<file path="src/rtl/matmul_pkg.sv">
// -----------------------------------------------------------------------------
// matmul_pkg
// Shared definitions for the blocked matrix multiplier tile datapath:
//   - default tile geometry (DEF_BLOCK_SIZE x DEF_BLOCK_SIZE, DEF_DATA_WIDTH)
//   - index width helper, sized to hold BLOCK_SIZE so non-power-of-2
//     tiles never rely on natural counter overflow
//   - drain FSM state encoding
//   - packed-tile element offset helper
// -----------------------------------------------------------------------------
package matmul_pkg;

  localparam int DEF_BLOCK_SIZE = 3;
  localparam int DEF_DATA_WIDTH = 16;

  // Width of a row/column index for a given tile dimension.
  function automatic int idx_width(input int block_size);
    return $clog2(block_size + 1);
  endfunction

  localparam int DEF_IDX_W = idx_width(DEF_BLOCK_SIZE);

  // Drain FSM state encoding.
  localparam logic [0:0] ST_IDLE  = 1'b0;
  localparam logic [0:0] ST_DRAIN = 1'b1;

  // Bit offset of element (r,c) inside a row-major packed tile.
  function automatic int elem_offset(input int r, input int c,
                                     input int block_size, input int data_width);
    return (r * block_size + c) * data_width;
  endfunction

endpackage

</file>
<file path="src/rtl/tile_index_counter.sv">
// -----------------------------------------------------------------------------
// tile_index_counter
// Two-level row/column counter walking a BLOCK_SIZE x BLOCK_SIZE tile in
// row-major order. Shared by the load-side sequencer and the result drain.
//
// Ports:
//   clk        clock, all state on rising edge
//   rst        asynchronous active-low reset (indices -> 0)
//   clear_i    force indices to (0,0); wins over advance_i
//   advance_i  step to the next element
//   row_o      current row index
//   col_o      current column index
//   last_o     current element is (BLOCK_SIZE-1, BLOCK_SIZE-1)
//   wrap_o     advance on the last element this cycle (tile completes)
// -----------------------------------------------------------------------------
module tile_index_counter
  import matmul_pkg::*;
#(
  parameter int BLOCK_SIZE = DEF_BLOCK_SIZE,
  localparam int IDX_W     = idx_width(BLOCK_SIZE)
) (
  input  logic             clk,
  input  logic             rst,
  input  logic             clear_i,
  input  logic             advance_i,
  output logic [IDX_W-1:0] row_o,
  output logic [IDX_W-1:0] col_o,
  output logic             last_o,
  output logic             wrap_o
);

  localparam logic [IDX_W-1:0] LAST_IDX = IDX_W'(BLOCK_SIZE - 1);
  localparam logic [IDX_W-1:0] ONE      = IDX_W'(1);

  logic [IDX_W-1:0] row_q, row_d;
  logic [IDX_W-1:0] col_q, col_d;
  logic             col_end;
  logic             row_end;

  // Wrap is an explicit compare so BLOCK_SIZE need not be a power of two.
  assign col_end = (col_q == LAST_IDX);
  assign row_end = (row_q == LAST_IDX);

  // NOTE: every always_comb output gets a default first so no path leaves it
  // unassigned; otherwise synthesis infers a latch.
  always_comb begin
    row_d = row_q;
    col_d = col_q;
    if (clear_i) begin
      row_d = '0;
      col_d = '0;
    end else if (advance_i) begin
      if (!col_end) begin
        col_d = col_q + ONE;
      end else begin
        col_d = '0;
        row_d = row_end ? '0 : row_q + ONE;
      end
    end
  end

  // NOTE: sequential state uses non-blocking assignments so every flop samples
  // the pre-edge values regardless of statement order.
  always_ff @(posedge clk or negedge rst) begin
    if (!rst) begin
      row_q <= '0;
      col_q <= '0;
    end else begin
      row_q <= row_d;
      col_q <= col_d;
    end
  end

  assign row_o  = row_q;
  assign col_o  = col_q;
  assign last_o = col_end && row_end;
  assign wrap_o = advance_i && col_end && row_end;

endmodule

</file>
<file path="src/rtl/tile_result_drain.sv">
// -----------------------------------------------------------------------------
// tile_result_drain
// Captures one BLOCK_SIZE x BLOCK_SIZE result tile in a single parallel
// handshake and streams it out row-major, one element per beat, with row/col
// indices and a last flag. A new tile may be captured on the final beat of the
// current one, giving a gapless back-to-back stream.
//
// Ports:
//   clk         clock, all state on rising edge
//   rst         asynchronous active-low reset
//   load_valid  producer offers a complete tile
//   load_ready  drain accepts a tile this cycle (IDLE, or final beat accepted)
//   load_data   packed tile, element (r,c) at elem_offset(r,c,...)
//   out_valid   out_data holds a valid element
//   out_ready   downstream accepts the element
//   out_data    current element
//   out_row     row index of out_data
//   out_col     column index of out_data
//   out_last    out_data is the final element of the tile
//   busy        high while draining
// -----------------------------------------------------------------------------
module tile_result_drain
  import matmul_pkg::*;
#(
  parameter int BLOCK_SIZE = DEF_BLOCK_SIZE,
  parameter int DATA_WIDTH = DEF_DATA_WIDTH,
  localparam int IDX_W     = idx_width(BLOCK_SIZE),
  localparam int TILE_W    = BLOCK_SIZE * BLOCK_SIZE * DATA_WIDTH
) (
  input  logic                  clk,
  input  logic                  rst,
  input  logic                  load_valid,
  output logic                  load_ready,
  input  logic [TILE_W-1:0]     load_data,
  output logic                  out_valid,
  input  logic                  out_ready,
  output logic [DATA_WIDTH-1:0] out_data,
  output logic [IDX_W-1:0]      out_row,
  output logic [IDX_W-1:0]      out_col,
  output logic                  out_last,
  output logic                  busy
);

  logic [0:0]        state_q, state_d;
  logic [TILE_W-1:0] tile_q;
  logic              draining;
  logic              load_fire;
  logic              out_fire;
  logic              idx_last;
  logic              tile_wrap;
  logic [IDX_W-1:0]  row;
  logic [IDX_W-1:0]  col;
  logic [DATA_WIDTH-1:0] elems [BLOCK_SIZE][BLOCK_SIZE];

  assign draining  = (state_q == ST_DRAIN);
  assign out_fire  = draining && out_ready;
  // Only combinational input-to-output path: the final beat frees the slot.
  assign load_ready = !draining || (idx_last && out_ready);
  assign load_fire  = load_valid && load_ready;

  tile_index_counter #(
    .BLOCK_SIZE (BLOCK_SIZE)
  ) u_idx (
    .clk       (clk),
    .rst       (rst),
    .clear_i   (load_fire),
    .advance_i (out_fire),
    .row_o     (row),
    .col_o     (col),
    .last_o    (idx_last),
    .wrap_o    (tile_wrap)
  );

  always_comb begin
    state_d = state_q;
    if (!draining) begin
      if (load_fire) state_d = ST_DRAIN;
    end else if (tile_wrap) begin
      // Final beat accepted: continue straight into a waiting tile.
      state_d = load_valid ? ST_DRAIN : ST_IDLE;
    end
  end

  // NOTE: the tile store is a bank of flops, not a RAM macro, so it is reset
  // along with the control state; out_data is defined to be zero from reset.
  always_ff @(posedge clk or negedge rst) begin
    if (!rst) begin
      state_q <= ST_IDLE;
      tile_q  <= '0;
    end else begin
      state_q <= state_d;
      if (load_fire) tile_q <= load_data;
    end
  end

  // Constant-offset view of the packed tile for a clean 2-D mux.
  for (genvar r = 0; r < BLOCK_SIZE; r++) begin : g_row
    for (genvar c = 0; c < BLOCK_SIZE; c++) begin : g_col
      assign elems[r][c] =
        tile_q[elem_offset(r, c, BLOCK_SIZE, DATA_WIDTH) +: DATA_WIDTH];
    end
  end

  assign out_valid = draining;
  assign busy      = draining;
  assign out_data  = draining ? elems[row][col] : '0;
  assign out_row   = row;
  assign out_col   = col;
  assign out_last  = draining && idx_last;

endmodule

</file>
<file path="config.mk">
export PLATFORM = sky130hd
export DESIGN_NAME = tile_result_drain
export DESIGN_NICKNAME = d
export VERILOG_FILES = /design/src/rtl/matmul_pkg.sv /design/src/rtl/tile_index_counter.sv /design/src/rtl/tile_result_drain.sv
export SDC_FILE = /design/constraint.sdc
export NUM_CORES = 1
export LEC_CHECK = 0
export ABC_AREA = 1
export CAP_MARGIN = 15
export CORE_MARGIN = 2
export CORE_UTILIZATION = 51
export DETAILED_ROUTE_END_ITERATION = 8
export HOLD_SLACK_MARGIN = 0.02
export PLACE_DENSITY_LB_ADDON = 0.2
export SLEW_MARGIN = 20
export SYNTH_ARGS = -nofsm -noshare
export SYNTH_HDL_FRONTEND = slang
export SYNTH_SLANG_ARGS = --single-unit
</file>
<file path="constraint.sdc">
create_clock -name clk -period 2.13 [get_ports clk]
set_input_delay 0.213 -clock clk [delete_from_list [all_inputs] [get_ports clk]]
set_output_delay 0.213 -clock clk [all_outputs]
set_load 0.05 [all_outputs]
</file>
After elaboration in Yosys (flattened, before gate mapping)
Index checks and enable logic that the tools add are counted.

Memory bits (writable): 0. ROM bits: 0. Memories kept: 0. Register bits: 149. Bits in latches: 0. Output and inout port bits: 24. Logic and storage cells: 42.

Shift operators: 0. Muxes and demuxes: 18. Equality and inequality tests: 2. Divide/modulo/power cells: 0. Bitwise gates (word level): 2. Multipliers: 0. Reduce and logical (&&, ||, !) cells: 12. Magnitude comparators: 2. Add/sub/neg operators: 2.

Operators by type and width (number): binary-select mux 48 bit (select 2 bit) (1); two-way mux 48 bit (2); two-way mux 16 bit (3); binary-select mux 16 bit (select 2 bit) (1); two-way mux 2 bit (7); logical AND 1 bit (7); >= comparator 3 bit (second input constant) (2); inverter 2 -> 3 bit (2); adder 2 x 1 -> 2 bit (second input constant) (2); equality test 2 bit (second input constant) (2); two-way mux 1 bit (4); nonzero test 2 bit (2); AND reduction 2 bit (1); zero test 1 bit (1); logical OR 1 bit (1).

Longest topological paths before layout
Gate-level depths: netlist (run 1).

Depth after elaboration: 8. Mapped depth: 10.

Modules after synthesis
A second synthesis (run 1) with hierarchy kept.

Cells, all modules: 968. Area, all modules: 7166.9 um^2.

By module, submodules not included: tile_result_drain (instances 1, area an instance 6955.4 um^2, seq. area each 3628.5 um^2, cells an instance 939); tile_index_counter (instances 1, area an instance 211.5 um^2, seq. area each 100.1 um^2, cells an instance 29).

Worst setup path after synthesis (run 1)
No wires, ideal clock.

Path type: reg-to-output. Start point: register u_idx.row_q[0], in the netlist u_idx.row_o[0]. End point: output port out_data[2]. Cell stages (with the launch flop): 10. Path slack: -53 ps. Arrival: 1970 ps. Data required time: 1917 ps. Cell sequence: dfrtp_1 buf_2 buf_2 clkbuf_1 nand3_1 nand3_1 nand2_1 nand3_1 nand2_1 inv_1.

Cells in the longest elaborated chain, start to end: 8.

RTL lines: start, declared (RTL line tile_index_counter.sv:35) `logic [IDX_W-1:0] row_q, row_d;`; start signal, assigned (RTL line tile_index_counter.sv:69) `row_q <= row_d;`; inverter 2 -> 3 bit (not written as such) (RTL line tile_result_drain.sv:106) `assign out_data = draining ? elems[row][col] : '0;`; binary-select mux 48 bit (select 2 bit) (RTL line tile_result_drain.sv:106); two-way mux 48 bit (not written as such) (2 in a row) (RTL line tile_result_drain.sv:106); binary-select mux 16 bit (select 2 bit) (RTL line tile_result_drain.sv:106); two-way mux 16 bit (not written as such) (2 in a row) (RTL line tile_result_drain.sv:106); two-way mux 16 bit (RTL line tile_result_drain.sv:106); end, declared (RTL line tile_result_drain.sv:37) `output logic [DATA_WIDTH-1:0] out_data,`.

No other way between the ends. The select of a mux whose other input is x is not followed.

Worst setup path after layout (run 1)
Same ends and word-level chain as after synthesis.

==> results of run 1 <==
-- cell usage in the layout, fill, tap and decap left out, types with 2 or more instances in the layout --
master / Yosys / routed
buf_12: 0 / 30
buf_16: 0 / 2
buf_4: 9 / 18
buf_6: 15 / 6
buf_8: 0 / 4
bufinv_16: 0 / 2
clkbuf_16: 0 / 22
clkdlybuf4s50_1: 0 / 147
clkinv_2: 0 / 3
clkinv_4: 0 / 4
clkinvlp_4: 0 / 2
dfrtp_1: 149 / 145
dfrtp_2: 0 / 4
inv_1: 22 / 5
inv_2: 1 / 17
inv_6: 0 / 4
nand2_1: 409 / 362
nand2_2: 0 / 40
nand2_4: 0 / 7
nand3_1: 306 / 257
nand3_2: 0 / 46
nand3_4: 0 / 3
nor2_1: 4 / 3
nor2_4: 1 / 2
o21ai_0: 2 / 2
o31ai_1: 2 / 2
-- flip-flops by register name, summed over array words and instances, names as in the netlist --
name         count
tile_q         144
u_idx.col_o      2
u_idx.row_o      2
busy             1
-- worst max-delay path: cells and delay by family, from the launching register on --
family / cells / cell delay, ps
buffers and inverters: 4 / 510
flip-flops: 1 / 460
AND/OR/NAND/NOR: 6 / 580
-- logic make-up (layout without fill, tap and decap cells) --
| kind of cell | count (synthesis) | count (layout) | synth area share |
|---|---|---|---|
| muxes | 1 | 1 | 0.00135 |
| buffers and inverters | 103 | 268 | 0.0750 |
| AOI/OAI and AO/OA | 4 | 4 | 0.00337 |
| and+or+nand+nor | 722 | 722 | 0.418 |
| DFF | 149 | 149 | 0.502 |
-- metal layers --
metal / up-vias / routed length (um)
met3: 51 / 2360
met4: 0 / 722
met1: 3637 / 10200
li1: 3490 / -
met2: 468 / 11600
met5: - / 0
-- stage by stage --
stage               hold WS (ps)  setup TNS [ps]  setup WS [ps]
detailed placement           199               0            179
floorplan                  -82.6               0           26.3
CTS                          256           -98.9          -22.5
global placement             197               0            212
global route                 295           -1060           -104
finish                       270            -226          -48.9
-- final timing paths --
| kind | cells after the start | to | from | slack [ps] |
|---|---|---|---|---|
| setup / recovery | 10 | out_data[2] | u_idx.row_o[0]$_DFFE_PN0P_ | -50 |
| hold / removal | 4 | tile_q[102]$_DFFE_PN0P_ | load_valid | 270 |
| setup reg to reg | 7 | tile_q[130]$_DFFE_PN0P_ | u_idx.row_o[1]$_DFFE_PN0P_ | 120 |
| hold reg to reg | 2 | tile_q[95]$_DFFE_PN0P_ | tile_q[95]$_DFFE_PN0P_ | 470 |
| min in group asynchronous | 2 | tile_q[132]$_DFFE_PN0P_ | rst | 310 |
| max in group asynchronous | 3 | tile_q[38]$_DFFE_PN0P_ | rst | 1070 |
-- cell type report --
type | count | area [sq um]
inverter | 23 | 91.3
sequential | 149 | 3730
fill | 1024 | 3630
clock buffer | 18 | 439
clock inverter | 14 | 151
tap | 184 | 230
multi-input combinational | 727 | 3570
timing repair buffer | 213 | 2520
-- where the power goes --
part,internal (mW),switching (mW),leakage (nW)
clock network,1.77,1.23,0.287
logic,3.97,5.56,3.33
registers,4.19,0.973,1.86
-- what timing repair did --
action | 4_1_cts | 5_1_grt
endpoints found under the hold margin | 49 | 0
hold buffers | 1 | 0
buffers inserted | 6 | 1
setup endpoints to repair | 16 | 17
pin swaps | 2 | 10
resized for setup | 48 | 103
cloned | 2 | 5
==> flow_metrics.tcl, run 1 <==
set metrics [dict create \
    via_count 7646 \
    drive_gt1_frac 0.190 \
    pwr_density_cell_nw_per_um2 1650 \
    drc 0 \
    rsz0062_at_grt "true" \
    max_stage_delay_ps 460 \
    first_pass_iters 6 \
    cts_buffers 17 \
    portBuffers 171 \
    status "finished, violations left" \
    cts_tree "done" \
    synth.top_cells.by_count "nand2_1 (409), nand3_1 (306), dfrtp_1 (149), clkbuf_1 (32), inv_1 (22)" \
    worstPathRequired_ps 1920 \
    post-route-period-util 1.02 \
    synth.area.top_cells "dfrtp_1 (50%), nand2_1 (21%), nand3_1 (21%)" \
    dieArea_sq_um 15500 \
    cts.clk_slew.worst_paths_ps 60 \
    ant_nets 0 \
    vdd_drop_max_mv 1.25 \
    async_flop_share 1.00 \
    coreArea_sq_um 14400 \
    grt_use_met3 0.0782 \
    tightest_slew_ps 716 \
    met2_usage 0.473 \
    place_area_sq_um 9420 \
    crit_type "flop to output port" \
    routed_wl_um 24900 \
    cts.sinks 149 \
    fmax_mhz 459 \
    hp-class "input port to flop" \
    final_core_util 0.747 \
    synth_top_area_cell "dfrtp_1" \
    max-cap-violations 0 \
    hold_viol_final 0 \
    antenna_found_initial 0 \
    fp.dieH_um 125 \
    top_usage_layer "met2" \
    ys_warn_count 0 \
    synth.distinct_cells 17 \
    slew_violations 0 \
    via_per_inst 5.76 \
    synthFlopType "dfrtp_1" \
    netlist_area_sq_um 7420 \
    hpwl_um 15000 \
    root_buffer "clkbuf_16" \
    relSlewSlack 0.522 \
    ios 172 \
    min_period_ps 2180 \
    crit_path_end_kind "output port" \
    final_area_sq_um 10700 \
    synth_top_area_share 0.502 \
    nets 1279 \
    failed_checks "setup timing" \
    fin_ws_ps -48.9 \
    setup_viol 9 \
    cts_buffer_depth 2 \
    skew_ps 6.85 \
    startpoint_type "flop" \
    rows 44 \
    p_total_mw 17.7 \
    cp_max_fo 7 \
    grtUsageTotal 0.303 \
    yosysMostFrequentCell "nand2_1" \
    drt-initial-drc-count 942 \
    synthCells 979 \
    globalRouteOverflowTotal 0 \
    gp_congestion 0.867 \
    die_w_um 125 \
    worst_skew_pair.late_latency_ps 420 \
    crit_slowest_cell "dfrtp_2" \
    path_cells "nor2_4 -> buf_6 -> clkbuf_16 -> nand2_1 -> nand3_2 -> nand2_2 -> nand3_2 -> nand2_2 -> inv_2 -> buf_12" \
    yosysSeqAreaShare 0.502 \
    p_leak_nw 5.48 \
    syn_area_per_cell_sq_um 7.58 \
    grt_max_degree 110 \
    wl_per_cell_um 18.7 \
    syn_nets 1127 \
    h-tree-depth 4 \
    arrival_ps 1970 \
    area_delta_synth_final_pct 44.6 \
    layoutNonFillerInstCount 1328 \
    grt_pass1_wl_um 37100 \
    diodes 0 \
    grt_pass1_vias 7273 \
    use_met1 0.412 \
    synth-edff-count 0 \
    start_util 0.517 \
    dp.cells 1283 \
    ys_ff_latch 149 \
]
(Power assumes the default switching activity.)
==> inputs of run 2 (changes only) <==
--- a/config.mk
+++ b/config.mk
@@ -6,13 +6,14 @@
 export NUM_CORES = 1
 export LEC_CHECK = 0
 export ABC_AREA = 1
-export CAP_MARGIN = 15
+export CAP_MARGIN = 20
 export CORE_MARGIN = 2
-export CORE_UTILIZATION = 51
+export CORE_UTILIZATION = 35
 export DETAILED_ROUTE_END_ITERATION = 8
 export HOLD_SLACK_MARGIN = 0.02
 export PLACE_DENSITY_LB_ADDON = 0.2
 export SLEW_MARGIN = 20
 export SYNTH_ARGS = -nofsm -noshare
 export SYNTH_HDL_FRONTEND = slang
+export SYNTH_HIERARCHICAL = 1
 export SYNTH_SLANG_ARGS = --single-unit
==> run 2 against run 1 <==
  * The flow still finishes with violations (setup timing)
  * Sequential share of layout area grew 1.1 points
  * Total power shrank 3.5%
  * Critical path depth shrank 2
  * Maximum frequency shrank 2.1%
  * Count of clock-buffer cells in the layout grew 5
  * Clock skew grew 3.3 ps
  * Largest cell class unchanged
==> flow_metrics.tcl, run 2 <==
set metrics [dict create \
    status "finished, violations left" \
    failed_checks "setup timing" \
    worstReg2RegStart "u_idx/col_o[0]$_DFFE_PN0P_" \
    seq_area_sq_um 3730 \
    hold_viol_final 0 \
    diodes 0 \
    area_delta_synth_final_pct 45.4 \
    grt_max_degree 81 \
    arrival_ps 2010 \
    netlist_area_sq_um 7170 \
    layout_commonest_cell "nand2_1" \
    globalRouteOverflowTotal 0 \
    syn_nets 1116 \
    antenna_found_initial 0 \
    min_period_ps 2230 \
    ys_ff_latch 149 \
    grt_pass1_wl_um 34500 \
    skew_ps 10.1 \
    synth.top_cells.by_count "nand2_1 (461), dfrtp_1 (149), o21ai_1 (80), inv_1 (70), nand3_1 (51)" \
    dp.cells 1375 \
    fillers 1978 \
    relSlewSlack 0.604 \
    dieArea_sq_um 21600 \
    met2_usage 0.319 \
    max-cap-violations 0 \
    rows 52 \
    layout_common_cells "nand2_1 (448), clkdlybuf4s50_1 (150), dfrtp_1 (145)" \
    synthCells 968 \
    worst_skew_pair.late_latency_ps 420 \
    drive_gt1_frac 0.126 \
    post-route-period-util 1.04 \
    hpwl_um 15200 \
    crit_type "flop to output port" \
    via_count 6673 \
    cts_buffer_depth 2 \
    fin_tns_setup_ps -681 \
    cts.sinks 149 \
    ys_warn_count 6 \
    synth_top_area_cell "dfrtp_1" \
    synthFlopType "dfrtp_1" \
    reg2reg_to "tile_q[32]$_DFFE_PN0P_" \
    largest-register "tile_q" \
    root_buffer "clkbuf_16" \
    rsz0062_at_grt "true" \
    layoutNonFillerInstCount 1414 \
    fin_ws_ps -95.3 \
    synth-edff-count 0 \
    gp_congestion 0.839 \
    drt-initial-drc-count 420 \
    nets 1279 \
    cts.clk_slew.worst_paths_ps 60 \
    slew_violations 0 \
    hp-class "input port to asynchronous set/reset pin" \
    startpoint_type "flop" \
    cts_buffers 17 \
    synth.area.top_cells "dfrtp_1 (52%), nand2_1 (24%), o21ai_1 (5.6%)" \
    top_usage_layer "met2" \
    p_total_mw 17.1 \
    fmax_mhz 449 \
    coreArea_sq_um 20200 \
    synth_top_area_share 0.520 \
    rr_worst_depth 11 \
    yosysSeqAreaShare 0.520 \
    synth.distinct_cells 21 \
    worstPathRequired_ps 1920 \
    async_flop_share 1.00 \
    grtUsageTotal 0.203 \
    grt_pass1_vias 6620 \
    use_met1 0.284 \
    first_pass_iters 7 \
    grt_use_met3 0.0506 \
    drc 0 \
    crit_path_end_kind "output port" \
    ios 172 \
    cp_max_fo 8 \
    h-tree-depth 4 \
    pwr_density_cell_nw_per_um2 1640 \
    portBuffers 171 \
    tightest_slew_ps 594 \
    die_w_um 147 \
    syn_area_per_cell_sq_um 7.40 \
    hold_ws_ps 302 \
    via_per_inst 4.72 \
    cts_tree "done" \
    reg2reg_slack_ps 120 \
    wl_per_cell_um 15.4 \
    start_util 0.355 \
    yosysMostFrequentCell "nand2_1" \
    p_leak_nw 5.03 \
    setup_viol 14 \
    ant_nets 0 \
    vdd_drop_max_mv 1.64 \
    largest_reg_flops 144 \
    routed_wl_um 21800 \
    fp.dieH_um 147 \
    multi_input_comb_area_sq_um 3060 \
]
-- run 2: changes by cell type after synthesis, moves of 3 or more --
cell	previous run	this run
nand2_1	409	461
buf_1	5	2
buf_4	9	3
inv_2	1	5
buf_6	15	0
a21oi_1	0	17
o21ai_0	2	16
o21ai_1	0	80
o211ai_1	0	16
nand3_1	306	51
or2_2	0	16
inv_1	22	70
nor2_1	4	20
-- run 2: layout make-up --
type	count	area share
multi-input combinational	685	0.293
tap	270	0.0324
clock buffer	23	0.0468
clock inverter	9	0.0187
inverter	76	0.0288
sequential	149	0.358
timing repair buffer	202	0.221
-- run 2: kinds of logic (layout without fill, tap and decap cells) --
kind of cell    count (synthesis)  in the layout  synth area share
simple gates                  555            555             0.308
compound gates                130            130            0.0967
buf+inv                       134            310            0.0754
flops                         149            149             0.520
-- run 2: worst max-delay path, stage by stage (launching register included) --
cell and delay [ps]:
dfrtp_2 470, buf_12 150, nor2_4 120, buf_6 160, o211ai_1 140, nand2_1 110, nand2_2 60, a21oi_2 220
buf_12 170
-- run 2: where the power goes --
group	internal, mW	switching [mW]
clock	2.32	1.14
sequential	4.23	0.648
combinational	3.62	5.10
-- run 2: worst max path at each step --
stage | endpoint | slack [ps] | depth (start not counted) | start
4_1_cts | out_data[3] | -70 | 8 | u_idx/row_o[1]$_DFFE_PN0P_
3_5_place_dp | out_data[15] | 170 | 7 | u_idx/col_o[0]$_DFFE_PN0P_
6_report | out_data[3] | -100 | 8 | u_idx/row_o[1]$_DFFE_PN0P_
3_3_place_gp | out_data[15] | 170 | 7 | u_idx/col_o[0]$_DFFE_PN0P_
5_1_grt | out_data[6] | -190 | 9 | u_idx/row_o[1]$_DFFE_PN0P_
2_1_floorplan | u_idx/row_o[0]$_DFFE_PN0P_ | -60 | 12 | u_idx/row_o[1]$_DFFE_PN0P_
-- run 2: per-stage QoR --
step	util	worst slack, ps	cell area [sq um]
2_1_floorplan	-	-59.5	7240
3_3_place_gp	0.471	173	9490
3_5_place_dp	0.471	170	9490
4_1_cts	0.512	-70.4	10300
5_1_grt	0.517	-186	10400
6_report	0.517	-95.3	10400
-- run 2: per-layer routing --
layer | vias up | share of wire | wire [um]
met5 | - | 0 | 0
met4 | 0 | 0.012 | 263
met3 | 20 | 0.065 | 1420
met2 | 224 | 0.47 | 10200
met1 | 3093 | 0.45 | 9890
li1 | 3336 | - | -
-- run 2: repair_timing --
action                     CTS  global route
hold buffers                 1             0
resized for setup           29            13
setup endpoints to repair   16           149
pin swaps                    6             4
gates cloned                 1             2
setup buffers                3             0
hold endpoints to repair    41             0
==> inputs of run 3 (changes only) <==
--- a/config.mk
+++ b/config.mk
@@ -8,7 +8,7 @@
 export ABC_AREA = 1
 export CAP_MARGIN = 20
 export CORE_MARGIN = 2
-export CORE_UTILIZATION = 35
+export CORE_UTILIZATION = 44
 export DETAILED_ROUTE_END_ITERATION = 8
 export HOLD_SLACK_MARGIN = 0.02
 export PLACE_DENSITY_LB_ADDON = 0.2
==> run 3 against run 2 <==
  * The flow still finishes with violations (setup timing)
  * Utilization rose by 13 points
  * Sequential share of layout area rose by 0.30 points
  * Sequential power barely moved
  * Maximum frequency fell by 0.21%
  * Flip-flop and latch count did not move
  * Worst setup slack got worse by 4.7 ps
  * Critical path depth rose by 2
  * Critical path type unchanged
  * Largest cell class unchanged
  * Highest routed layer unchanged
==> flow_metrics.tcl, run 3 (synthesis gave the netlist of run 2 again) <==
set metrics [dict create \
    status "finished, violations left" \
    failed_checks "setup timing" \
    drive_gt1_frac 0.143 \
    reg2reg_slack_ps 130 \
    fin_ws_ps -100 \
    met2_usage 0.415 \
    worst_skew_pair.late_latency_ps 430 \
    rsz0062_at_grt "true" \
    fmax_mhz 448 \
    worstReg2RegStart "u_idx/col_o[0]$_DFFE_PN0P_" \
    grt_pass1_vias 6904 \
    gp_congestion 0.837 \
    cts_buffers 17 \
    seq_power_share 0.290 \
    layout_common_cells "nand2_1 (432), clkdlybuf4s50_1 (150), dfrtp_1 (145)" \
    worstPathRequired_ps 1920 \
    whs_path_depth 3 \
    fp.dieH_um 132 \
    grt_pass1_wl_um 34900 \
    routed_wl_um 21700 \
    reg2reg_to "tile_q[62]$_DFFE_PN0P_" \
    root_buffer "clkbuf_16" \
    min_period_ps 2230 \
    tightest_slew_ps 654 \
    cts_tree "done" \
    arrival_ps 2020 \
    crit_top_cell "nand2_2" \
    area_delta_synth_final_pct 44.1 \
    grtUsageTotal 0.256 \
    max_stage_delay_ps 480 \
    globalRouteOverflowTotal 0 \
    path_cells "inv_4 -> buf_12 -> nand2_2 -> nand3_2 -> nand2_2 -> nand2_2 -> nand2_1 -> nand2_1 -> a21oi_2 -> buf_12" \
    rows 46 \
    top_usage_layer "met2" \
    die_w_um 132 \
    cts_buffer_depth 2 \
    p_sw_mw 7.09 \
    cts.sinks 149 \
    p_int_mw 9.83 \
    final_area_sq_um 10300 \
    startpoint_type "flop" \
    vdd_drop_max_mv 1.73 \
    p_leak_nw 4.99 \
    hold_ws_ps 319 \
    nets 1279 \
    largest-register "tile_q" \
    cp_max_fo 16 \
    place_area_sq_um 9430 \
    worstHoldStart "load_data[72]" \
    layout_commonest_cell "nand2_1" \
    antenna_found_initial 0 \
    combPwrFrac 0.534 \
    dieArea_sq_um 17300 \
    diodes 0 \
    coreArea_sq_um 15900 \
    max-cap-violations 0 \
    relSlewSlack 0.564 \
    grt_use_met3 0.0664 \
    crit_path_end_kind "output port" \
    crit_type "flop to output port" \
    hp-class "input port to flop" \
    via_count 6811 \
    wl_per_cell_um 15.9 \
    first_pass_iters 6 \
    grt_max_degree 81 \
    drc 0 \
    use_met1 0.337 \
    rr_worst_depth 11 \
    crit_slowest_cell "dfrtp_2" \
    p_clk_frac 0.177 \
    drt-initial-drc-count 683 \
    h-tree-depth 4 \
    portBuffers 171 \
    min_to "tile_q[72]$_DFFE_PN0P_" \
    setup_viol 16 \
    start_util 0.451 \
    skew_ps 6.97 \
    post-route-period-util 1.05 \
    swShare 0.419 \
    ant_nets 0 \
    hold_viol_final 0 \
    largest_reg_flops 144 \
    ios 172 \
    hpwl_um 15400 \
    slew_violations 0 \
    cts.clk_slew.worst_paths_ps 60 \
    pwr_density_cell_nw_per_um2 1640 \
    via_per_inst 5.01 \
]
## run 3: cell count changes in the layout (fill, tap and decap cells not counted), sizes merged
cell      before  now
clkinvlp       0    2
clkbuf        24   23
clkinv         4    6
bufinv         6    3
## run 3: layer usage
layer | wire length (um) | share of wire | vias up
li1 | - | - | 3331
met1 | 9530 | 0.44 | 3190
met2 | 10200 | 0.47 | 250
met3 | 1430 | 0.066 | 40
met4 | 490 | 0.023 | 0
met5 | 0 | 0 | -
## run 3: through the flow
stage          utilization  power, mW  instances  setup TNS (ps)  worst slack, ps
3_5_place_dp         0.593       13.2       1323               0              187
4_1_cts              0.640       16.5       1358            -568            -59.7
3_3_place_gp         0.593       13.1       1323               0              207
6_report             0.650       16.9       1360            -953             -100
5_1_grt              0.650       18.0       1360           -2150             -162
2_1_floorplan            -       9.74        968            -824            -59.5
## run 3: worst max path at each step
| stage | from | endpoint |
|---|---|---|
| 6_report | u_idx/row_o[1]$_DFFE_PN0P_ | out_data[5] |
| 5_1_grt | u_idx/row_o[1]$_DFFE_PN0P_ | out_data[5] |
| 4_1_cts | u_idx/row_o[1]$_DFFE_PN0P_ | out_data[8] |
| 3_5_place_dp | u_idx/row_o[1]$_DFFE_PN0P_ | tile_q[62]$_DFFE_PN0P_ |
| 3_3_place_gp | u_idx/row_o[1]$_DFFE_PN0P_ | tile_q[79]$_DFFE_PN0P_ |
| 2_1_floorplan | u_idx/row_o[1]$_DFFE_PN0P_ | u_idx/row_o[0]$_DFFE_PN0P_ |
## run 3: worst max-delay path, delay by kind of cell, from the launching register on
family | cells | cell delay, ps
buffers and inverters | 3 | 410
and+or+nand+nor | 6 | 440
AOI/OAI and AO/OA | 1 | 240
DFF | 1 | 480
## run 3: power groups by stage
stage / sequential, mW / combinational (mW) / clock, mW
5_1_grt: 5.05 / 9.78 / 3.15
3_5_place_dp: 4.91 / 8.27 / 0
4_1_cts: 4.89 / 8.64 / 3.02
3_3_place_gp: 4.87 / 8.22 / 0
2_1_floorplan: 4.87 / 4.87 / 0
6_report: 4.90 / 9.03 / 2.99
## run 3: area by class of cell
class	count	area [sq um]
fill	1376	5560
sequential	149	3730
multi-input combinational	685	3160
timing repair buffer	202	2280
clock buffer	22	454
inverter	76	303
tap	216	270
clock inverter	10	130
## run 3: what timing repair did
item | 4_1_cts | 5_1_grt
hold endpoints to repair | 68 | 0
gates resized for setup | 29 | 42
hold buffers | 1 | 0
pin swaps | 3 | 9
setup endpoints to repair | 16 | 162
gates cloned | 0 | 1
buffers inserted | 2 | 1
